File: src/rtl/shr_seq_ctrl.sv
// Burst scheduler for the serial pattern output stage: optional clear phase,
// then N trigger bursts separated by a programmable gap, each closed by the stage's syn pulse.
module shr_seq_ctrl #(
    parameter int unsigned LEN_W      = 10,
    parameter int unsigned REP_W      = 8,
    parameter int unsigned GAP_W      = 16,
    parameter int unsigned TMO_MARGIN = 16
) (
    input  logic             clk_in,
    input  logic             rst,
    input  logic             start,
    input  logic             abort,
    input  logic [LEN_W-1:0] cfg_len,
    input  logic [REP_W-1:0] cfg_repeat,
    input  logic [GAP_W-1:0] cfg_gap,
    input  logic [7:0]       cfg_pre_clr,
    input  logic             cfg_clr_val,
    input  logic             syn_in,
    output logic             trig,
    output logic [LEN_W-1:0] seq_length,
    output logic             clr_mode,
    output logic             clr_2_one,
    output logic             busy,
    output logic             done,
    output logic             err,
    output logic [REP_W-1:0] burst_cnt
);

    localparam int unsigned TMO_W = $clog2((2 ** LEN_W) + TMO_MARGIN);

    typedef enum logic [2:0] {
        IDLE     = 3'd0,
        PRECLR   = 3'd1,
        TRIG     = 3'd2,
        WAIT_SYN = 3'd3,
        GAP      = 3'd4,
        DRAIN    = 3'd5
    } state_t;

    state_t             state, state_n;
    logic               syn_q;
    logic               syn_rise;
    logic [REP_W-1:0]   reps_q, reps_n;
    logic [GAP_W-1:0]   gap_q, gap_n;
    logic [GAP_W-1:0]   cnt_q, cnt_n;
    logic [TMO_W-1:0]   tmo_q, tmo_n;
    logic [LEN_W-1:0]   len_n;
    logic               clr_val_n;
    logic [REP_W-1:0]   burst_n;
    logic [REP_W-1:0]   burst_inc;
    logic               done_n;
    logic               err_n;

    assign syn_rise  = syn_in & ~syn_q;
    assign burst_inc = (burst_cnt == {REP_W{1'b1}}) ? burst_cnt : burst_cnt + REP_W'(1);

    // State, working registers and registered outputs
    always_ff @(posedge clk_in) begin
        if (rst) begin
            state      <= IDLE;
            syn_q      <= 1'b0;
            reps_q     <= '0;
            gap_q      <= '0;
            cnt_q      <= '0;
            tmo_q      <= '0;
            seq_length <= '0;
            clr_2_one  <= 1'b0;
            burst_cnt  <= '0;
            trig       <= 1'b0;
            clr_mode   <= 1'b0;
            busy       <= 1'b0;
            done       <= 1'b0;
            err        <= 1'b0;
        end else begin
            state      <= state_n;
            syn_q      <= syn_in;
            reps_q     <= reps_n;
            gap_q      <= gap_n;
            cnt_q      <= cnt_n;
            tmo_q      <= tmo_n;
            seq_length <= len_n;
            clr_2_one  <= clr_val_n;
            burst_cnt  <= burst_n;
            trig       <= (state_n == TRIG);
            clr_mode   <= (state_n == PRECLR);
            busy       <= (state_n != IDLE);
            done       <= done_n;
            err        <= err_n;
        end
    end

    // Next-state and datapath update
    always_comb begin
        state_n   = state;
        reps_n    = reps_q;
        gap_n     = gap_q;
        cnt_n     = cnt_q;
        tmo_n     = tmo_q;
        len_n     = seq_length;
        clr_val_n = clr_2_one;
        burst_n   = burst_cnt;
        done_n    = 1'b0;
        err_n     = 1'b0;

        unique case (state)
            IDLE: begin
                if (start && !abort) begin
                    if (cfg_len == '0) begin
                        err_n = 1'b1;
                    end else begin
                        len_n     = cfg_len;
                        clr_val_n = cfg_clr_val;
                        reps_n    = (cfg_repeat == '0) ? REP_W'(1) : cfg_repeat;
                        gap_n     = cfg_gap;
                        burst_n   = '0;
                        if (cfg_pre_clr != 8'd0) begin
                            cnt_n   = GAP_W'(cfg_pre_clr);
                            state_n = PRECLR;
                        end else begin
                            state_n = TRIG;
                        end
                    end
                end
            end

            PRECLR: begin
                if (abort) begin
                    state_n = IDLE;
                end else if (cnt_q == GAP_W'(1)) begin
                    state_n = TRIG;
                end else begin
                    cnt_n = cnt_q - GAP_W'(1);
                end
            end

            TRIG: begin
                if (abort) begin
                    state_n = IDLE;
                end else begin
                    // The TRIG cycle itself counts toward the timeout window
                    tmo_n   = TMO_W'(seq_length) + TMO_W'(TMO_MARGIN - 1);
                    state_n = WAIT_SYN;
                end
            end

            WAIT_SYN: begin
                if (syn_rise) begin
                    burst_n = burst_inc;
                    if (burst_inc == reps_q) begin
                        done_n  = 1'b1;
                        state_n = IDLE;
                    end else if (abort) begin
                        state_n = IDLE;
                    end else if (gap_q != '0) begin
                        cnt_n   = gap_q;
                        state_n = GAP;
                    end else begin
                        state_n = TRIG;
                    end
                end else if (tmo_q == TMO_W'(1)) begin
                    err_n   = 1'b1;
                    state_n = IDLE;
                end else begin
                    tmo_n = tmo_q - TMO_W'(1);
                    if (abort) begin
                        state_n = DRAIN;
                    end
                end
            end

            GAP: begin
                if (abort) begin
                    state_n = IDLE;
                end else if (cnt_q == GAP_W'(1)) begin
                    state_n = TRIG;
                end else begin
                    cnt_n = cnt_q - GAP_W'(1);
                end
            end

            DRAIN: begin
                // Stage is mid-burst; let it finish before releasing busy
                if (syn_rise) begin
                    state_n = IDLE;
                end else if (tmo_q == TMO_W'(1)) begin
                    err_n   = 1'b1;
                    state_n = IDLE;
                end else begin
                    tmo_n = tmo_q - TMO_W'(1);
                end
            end

            default: begin
                state_n = IDLE;
            end
        endcase
    end

endmodule
File: config.mk
export PLATFORM = sky130hd
export DESIGN_NAME = shr_seq_ctrl
export DESIGN_NICKNAME = d
export VERILOG_FILES = /design/src/rtl/shr_seq_ctrl.sv
export SDC_FILE = /design/constraint.sdc
export NUM_CORES = 1
export LEC_CHECK = 0
export ABC_AREA = 1
export CELL_PAD_IN_SITES_DETAIL_PLACEMENT = 1
export CELL_PAD_IN_SITES_GLOBAL_PLACEMENT = 1
export CORE_UTILIZATION = 30
export DETAILED_ROUTE_END_ITERATION = 10
export PLACE_DENSITY_LB_ADDON = 0.1
export SLEW_MARGIN = 15
export SYNTH_ARGS = -nofsm -noshare
export SYNTH_HDL_FRONTEND = slang
export SYNTH_SLANG_ARGS = --single-unit
File: constraint.sdc
create_clock -name clk_in -period 2.8 [get_ports clk_in]
set_clock_uncertainty 0.2 [all_clocks]
set_input_delay 0.28 -clock clk_in [delete_from_list [all_inputs] [get_ports clk_in]]
set_output_delay 0.28 -clock clk_in [all_outputs]
set_load 0.01 [all_outputs]
==> key figures, run 1 <==
Status
  • Status: finished with violations
  • Failing checks: design-rule violations

Layout
  • Share of post-route cells with drive strength above 1: between 6 and 7%
  • P&R area growth vs syn: 28.2%
  • Final instance area: 5680 sq um
  • # diodes: 0
  • NumNets Final: between 800 and 900

Yosys
  • Cell area after synthesis: ~4400 sq um
  • Number of synthesis warnings: 0
  • Syn avg cell area: between 6 and 7 sq um
  • Seq/Total Area, Yosys: between 30% and 40%
  • Yosys reg bits: between 70 and 80
  • Asr flop ratio synth: 0%
  • Post-synthesis net count: between 700 and 800
  • Synth Flop Type: dfxtp_1
  • Synth cell types: 38
  • Cells after synthesis: 683
  • Post-synth EDFFs: 0

Clock tree
  • CTS tree: yes
  • CTS Buf Count: 9
  • Clk Latency, worst-skew pair: 0.34 ns
  • Max clock buf depth: 2
  • CTS root buffer: clkbuf_16
  • Setup bufs post-CTS: 0
  • Clock slew seen by the registers of the worst setup and hold paths: around 0.060 ns
  • Clk sinks: between 70 and 80
  • # hold bufs at CTS: 0
  • Post-cts resize count: 0
  • H-Tree Depth: 3

Worst setup path
  • Critical path startpoint category: flip-flop
  • Max incr delay on CP: 0.34 ns
  • Worst EP arrival: between 2 and 3 ns
  • Reg2reg path depth: 15
  • FF-to-FF End: cnt_q[9]
  • Max stage delay cell, worst path: dfxtp_1
  • Setup Crit Path Kind: reg -> reg
  • RR Startpoint: burst_cnt[0]
  • Crit path buf inv count: 1
  • Worst path most repeated cell: nand2_1
  • Required @ worst endpoint: approximately 2.8 ns
  • Crit path max-delay family: simple AND/OR/NAND/NOR gates
  • Crit. End Element: flip-flop
  • Flop2flop setup slack: 0.33 ns
  • Worst-path cell chain: ha_1 > nand2_2 > nor2_4 > nand2_1 > nand2_1 > nand2_1 > nand2_1 > nand2_1 > nor2_1 > nand4_1 > nand2_1 > buf_4 > nand2_1 > nand2_1 > nor2_1
  • Crit path max fanout: 19

Global routing
  • First-pass GRT wire length: 23900 um
  • Overflow after GRT: 0
  • Largest net degree at the start of global routing: 47
  • Initial antenna violation count: 0
  • GRT Overall Usage: between 20% and 30%
  • Vias in the first global route: between 4000 and 5000

Power
  • Comb pwr share: 17.3%
  • Leak: around 0.0023 uW
  • Clock network fraction of total power: between 30% and 40%
  • Power per cell area: ~490 nW/um^2
  • Sequential power share: between 40% and 50%
  • Int Pwr: about 2000 uW
  • Sw Share: between 20% and 30%
  • IR drop worst, VDD: approximately 0.31 mV
  • Switching power: 782 uW

Die
  • Chip height: between 100 and 150 um
  • Core area: 14500 sq um
  • Initial Util: a little under a third
  • IO Count: slightly above 70
  • Die area: between 15000 and 20000 sq um
  • Die Wd: about 120 um
  • Rows: 44

Timing
  • Unrepaired setup endpoints after global routing: false
  • Final hold slack: between 0.2 and 0.3 ns
  • Fmax: 405 MHz
  • Final setup violation count: 0
  • Post-route clock period utilization: about 88%
  • Worst slew pin tran: approximately 0.47 ns
  • Total negative setup slack: 0 ns
  • Tmin final: approximately 2.5 ns
  • Final Max Tran Viols: 0
  • Final hold violations: 0
  • Max_slew headroom: between 60% and 70%

Min path
  • Worst hold path depth: 2
  • Hold EP: reps_q[3]
  • Worst Hold Launch: reps_q[3]
  • Worst min path class: reg -> reg

Route
  • Total iterations of the first detailed-routing run: 7
  • WL/cell: 15.1 um
  • Post-Route WL: between 10000 and 15000 um
  • Post-route DRC: 1
  • Post-DRT Antenna Nets: 0
  • Initial DRC count: between 200 and 250
  • Vias per std cell: roughly 5.0
  • Vias post-DR: between 4000 and 5000

Placed design
  • Placed instance area: ~5400 sq um
  • Final GP Congestion: between 0.8 and 0.9
  • Dpl hpwl: approximately 11000 um
  • IO buf count: 71

Flow run
  • Max_cap viols: 0
power by group through the flow:
stage / Sequential (uW) / Combinational (uW) / Clock [uW]
after floorplan: 1250 / 287 / 0
after global placement: 1250 / 477 / 0
after detailed placement: 1260 / 486 / 0
after CTS: 1230 / 489 / 1110
after global routing: 1240 / 549 / 1160
final: 1230 / 482 / 1080
cell usage in the layout (no fill, tap or decap), types with 4 or more instances in the layout:
| cell type | instances |
|---|---|
| nand2_1 | 127 |
| nor2_1 | 104 |
| inv_1 | 79 |
| dfxtp_1 | 79 |
| clkdlybuf4s50_1 | 71 |
| o21ai_0 | 70 |
| a21oi_1 | 59 |
| nand3_1 | 40 |
| buf_4 | 19 |
| nor3_1 | 14 |
| clkbuf_16 | 9 |
| nand4_1 | 7 |
| inv_2 | 6 |
| o22ai_1 | 6 |
| o21ai_1 | 6 |
| o221ai_1 | 6 |
| ha_1 | 6 |
| xnor2_1 | 5 |
| xor2_1 | 5 |
| nor4_1 | 5 |
| o211ai_1 | 5 |
| a31oi_1 | 4 |
| clkbuf_1 | 4 |
synthesized netlist by cell type (4+ instances only):
cell type	count	area, sq um
nand2_1	127	477
nor2_1	104	390
inv_1	80	300
dfxtp_1	79	1580
o21ai_0	70	350
a21oi_1	59	295
nand3_1	40	200
clkbuf_1	16	60.1
nor3_1	14	70.1
nand4_1	7	43.8
ha_1	6	75.1
inv_2	6	22.5
o21ai_1	6	30.0
o221ai_1	6	52.6
o22ai_1	6	37.5
buf_2	5	25.0
nor4_1	5	31.3
o211ai_1	5	37.5
xnor2_1	5	43.8
xor2_1	5	43.8
a31oi_1	4	25.0
through the flow:
stage | utilization [%] | total power (uW) | instances | setup WS [ns]
after floorplan | - | 1540 | 683 | 0.517
after global placement | 37.4 | 1730 | 934 | 0.299
after detailed placement | 37.4 | 1740 | 934 | 0.207
after CTS | 39.2 | 2830 | 949 | 0.299
after global routing | 39.2 | 2950 | 949 | 0.0821
final | 39.2 | 2790 | 949 | 0.334
cell type report:
cell class	instances	area [sq um]
Clock buffer	14	254
Clock inverter	1	5.00
Fill cell	1894	8800
Inverter	86	323
Multi-Input combinational cell	494	2410
Sequential cell	79	1580
Tap cell	184	230
Timing Repair Buffer	91	873
flip-flops by register name, indices dropped and copies added (netlist names):
signal,cells
syn_q,1
clr_2_one,1
gap_q,16
tmo_q,11
err,1
trig,1
done,1
clr_mode,1
state,3
reps_q,8
seq_length,10
burst_cnt,8
busy,1
cnt_q,16
worst min-delay path, delay by kind of cell (launching register included):
kind                   cells  cell delay [ns]
buffers and inverters      1             0.06
AOI/OAI and AO/OA          1             0.06
DFF                        1             0.31
worst max-delay path by stage:
| stage | start | to | cells past startpoint |
|---|---|---|---|
| 6_report | burst_cnt[0] | cnt_q[9] | 15 |
| 5_1_grt | burst_cnt[1] | cnt_q[13] | 14 |
| 4_1_cts | burst_cnt[0] | cnt_q[2] | 14 |
| 3_5_place_dp | cfg_len[8] | burst_cnt[7] | 12 |
| 3_3_place_gp | cfg_len[0] | cnt_q[8] | 13 |
| 2_1_floorplan | burst_cnt[0] | cnt_q[3] | 15 |
kinds of logic (layout without fill, tap and decap cells):
kind of cell / after synthesis / in the layout / share of synthesized area (%)
AND/OR/NAND/NOR: 314 / 314 / 30.6
AO/OA/AOI/OAI: 164 / 164 / 20.2
buffers and inverters: 110 / 192 / 9.89
flip-flops: 79 / 79 / 35.7
XOR/XNOR: 10 / 10 / 1.98
adder cells (fa/ha/maj): 6 / 6 / 1.69
metal layers:
metal | vias up | GRT usage (%) | part of all wire (%)
met5 | - | 0 | 0
met4 | 0 | 5.12 | 0.90
met3 | 8 | 3.92 | 2.6
met2 | 62 | 35.3 | 48
met1 | 2225 | 25.7 | 48
li1 | 2404 | - | -
(Power assumes the default switching activity.)
==> run 2: changes to the inputs <==
--- a/config.mk
+++ b/config.mk
@@ -6,11 +6,12 @@
 export NUM_CORES = 1
 export LEC_CHECK = 0
 export ABC_AREA = 1
+export CAP_MARGIN = 20
 export CELL_PAD_IN_SITES_DETAIL_PLACEMENT = 1
 export CELL_PAD_IN_SITES_GLOBAL_PLACEMENT = 1
 export CORE_UTILIZATION = 30
 export DETAILED_ROUTE_END_ITERATION = 10
-export PLACE_DENSITY_LB_ADDON = 0.1
+export PLACE_DENSITY = 0.76
 export SLEW_MARGIN = 15
 export SYNTH_ARGS = -nofsm -noshare
 export SYNTH_HDL_FRONTEND = slang
==> key figures, run 2 (same netlist as run 1, synthesis figures left out) <==
Timing
  • Worst slew pin tran: 0.586 ns (+0.119 ns)
  • Final setup violation count: 0 (unchanged)
  • Post-route clock period utilization: 89.0% (+0.91 points)
  • Tmin final: 2.49 ns (+0.0253 ns)
  • Fmax: 401 MHz (-1.0%)
  • Total negative setup slack: 0 ns (unchanged)
  • Final hold violations: 0 (unchanged)
  • Unrepaired setup endpoints after global routing: false
  • Final Max Tran Viols: 0 (unchanged)
  • Max_slew headroom: 60.8% (-7.8 points)

Min path
  • Worst hold path depth: 2 (unchanged)
  • Worst Hold Launch: gap_q[3]
  • Worst min path class: reg -> reg
  • Hold EP: gap_q[3]

Global routing
  • Largest net degree at the start of global routing: 47 (unchanged)
  • Vias in the first global route: 4858 (+2.4%)
  • Overflow after GRT: 0 (unchanged)
  • First-pass GRT wire length: 23200 um (-2.9%)
  • Initial antenna violation count: 0 (unchanged)
  • GRT Overall Usage: 19.5% (-0.82 points)

Layout
  • Share of post-route cells with drive strength above 1: 7.23% (+0.56 points)
  • NumNets Final: 811 (-0.49%)
  • Commonest non-fill, non-tap cell in the layout: nand2_1
  • Top flop regs: cnt_q x16, gap_q x16, tmo_q x11
  • P&R area growth vs syn: 28.4%
  • Most frequent cells in the layout: nand2_1 (126), nor2_1 (104), inv_1 (78), dfxtp_1 (78), clkdlybuf4s50_1 (71)
  • # diodes: 0 (unchanged)

Route
  • Initial DRC count: 221 (-1.8%)
  • Post-route DRC: 0 (-1)
  • Total iterations of the first detailed-routing run: 6 (-1)
  • Vias per std cell: 5.08 (+2.6%)
  • Post-DRT Antenna Nets: 0 (unchanged)
  • WL/cell: 15.0 um (-0.96%)
  • Post-Route WL: 14200 um (-1.4%)
  • Vias post-DR: 4803 (+2.2%)

Clock tree
  • # hold bufs at CTS: 0 (unchanged)
  • CTS root buffer: clkbuf_16
  • Clk sinks: 79 (unchanged)
  • Max clock buf depth: 2 (unchanged)
  • Clk Latency, worst-skew pair: 0.34 ns (about the same)
  • Post-cts resize count: 0 (unchanged)
  • Clock slew seen by the registers of the worst setup and hold paths: 0.06 ns (about the same)
  • Setup bufs post-CTS: 0 (unchanged)
  • CTS tree: yes
  • CTS Buf Count: 9 (unchanged)
  • H-Tree Depth: 3 (unchanged)

Worst setup path
  • Crit path buf inv count: 2 (+1)
  • Worst path most repeated cell: nor2_1
  • Max stage delay cell, worst path: nand2_1
  • Worst EP arrival: 2.52 ns (+0.02 ns)
  • Reg2reg path depth: 9 (-6)
  • RR Startpoint: tmo_q[6]
  • Crit path max-delay family: simple AND/OR/NAND/NOR gates
  • Crit. End Element: flip-flop
  • Setup Crit Path Kind: reg -> reg
  • Required @ worst endpoint: 2.83 ns (about the same)
  • Critical path startpoint category: flip-flop
  • Flop2flop setup slack: 0.31 ns (-0.03 ns)
  • Worst-path cell chain: or2_2 > nor2_1 > nand4_1 > nor2_1 > inv_1 > nand2_1 > inv_2 > o21ai_0 > nor2_1
  • Max incr delay on CP: 0.41 ns (+0.07 ns)
  • Crit path max fanout: 13 (-6)
  • FF-to-FF End: tmo_q[10]

Die
  • Rows: 44 (unchanged)
  • Core area: 14500 sq um (unchanged)
  • Initial Util: 30.6% (unchanged)
  • Die area: 15300 sq um (unchanged)
  • IO Count: 72 (unchanged)
  • Die Wd: 124 um (unchanged)
  • Chip height: 124 um (unchanged)

Placed design
  • Dpl hpwl: 10700 um (-1.7%)
  • IO buf count: 71 (unchanged)
  • Final GP Congestion: 0.867 (+6.3%)

Status
  • Status: completed

Power
  • Power per cell area: 506 nW/um^2 (+3.0%)
  • Leak: 0.00232 uW (-0.60%)
  • IR drop worst, VDD: 0.243 mV (-22%)
  • Power consumption: 2880 uW (+3.2%)

Flow run
  • Max_cap viols: 0 (unchanged)
[run 2: cell type report]
type                            instances  area [sq um]
Fill cell                            1888          8790
Multi-Input combinational cell        494          2410
Sequential cell                        79          1580
Timing Repair Buffer                   86           840
Inverter                               86           327
Tap cell                              184           230
Clock buffer                            9           225
Clock inverter                          6          62.6
Timing Repair inverter                  1          7.51
[run 2: worst max path at each step]
| stage | from | to | slack [ns] | cells after the start |
|---|---|---|---|---|
| 2_1_floorplan | burst_cnt[0] | cnt_q[3] | 0.52 | 15 |
| 3_3_place_gp | syn_in | cnt_q[12] | 0.38 | 13 |
| 3_5_place_dp | syn_in | cnt_q[12] | 0.25 | 13 |
| 4_1_cts | burst_cnt[1] | cnt_q[12] | 0.28 | 14 |
| 5_1_grt | tmo_q[6] | tmo_q[0] | 0.03 | 9 |
| 6_report | tmo_q[6] | tmo_q[10] | 0.31 | 9 |
[run 2: worst reg2reg max path: stages, from the launching register on]
cell and delay [ns]:
dfxtp_1 0.34, or2_2 0.33, nor2_1 0.14, nand4_1 0.25
nor2_1 0.17, inv_1 0.07, nand2_1 0.41, inv_2 0.21
o21ai_0 0.20, nor2_1 0.06
[run 2: stage by stage]
| stage | instances | cell area (sq um) | utilization, % | hold slack [ns] | setup WS [ns] |
|---|---|---|---|---|---|
| global route | 945 | 5690 | 39.3 | 0.287 | 0.0292 |
| global placement | 929 | 5380 | 37.2 | 0.259 | 0.375 |
| CTS | 944 | 5670 | 39.1 | 0.279 | 0.275 |
| floorplan | 683 | 4430 | - | 0.205 | 0.517 |
| finish | 945 | 5690 | 39.3 | 0.281 | 0.308 |
| detailed placement | 929 | 5380 | 37.2 | 0.271 | 0.246 |
[run 2: metal layers]
| metal | share of wire, % | global-route usage [%] | vias up |
|---|---|---|---|
| li1 | - | - | 2395 |
| met1 | 45 | 23.4 | 2291 |
| met2 | 49 | 34.6 | 101 |
| met3 | 3.7 | 3.27 | 16 |
| met4 | 1.7 | 7.53 | 0 |
| met5 | 0 | 0 | - |
[run 2: report_power, final]
part | leakage, uW | internal [uW] | switching [uW] | total, uW
Combinational | 0.00153 | 207 | 284 | 491
Clock | 0.000145 | 683 | 475 | 1160
Sequential | 0.000647 | 1180 | 46.7 | 1230
Total | 0.00232 | 2080 | 806 | 2880
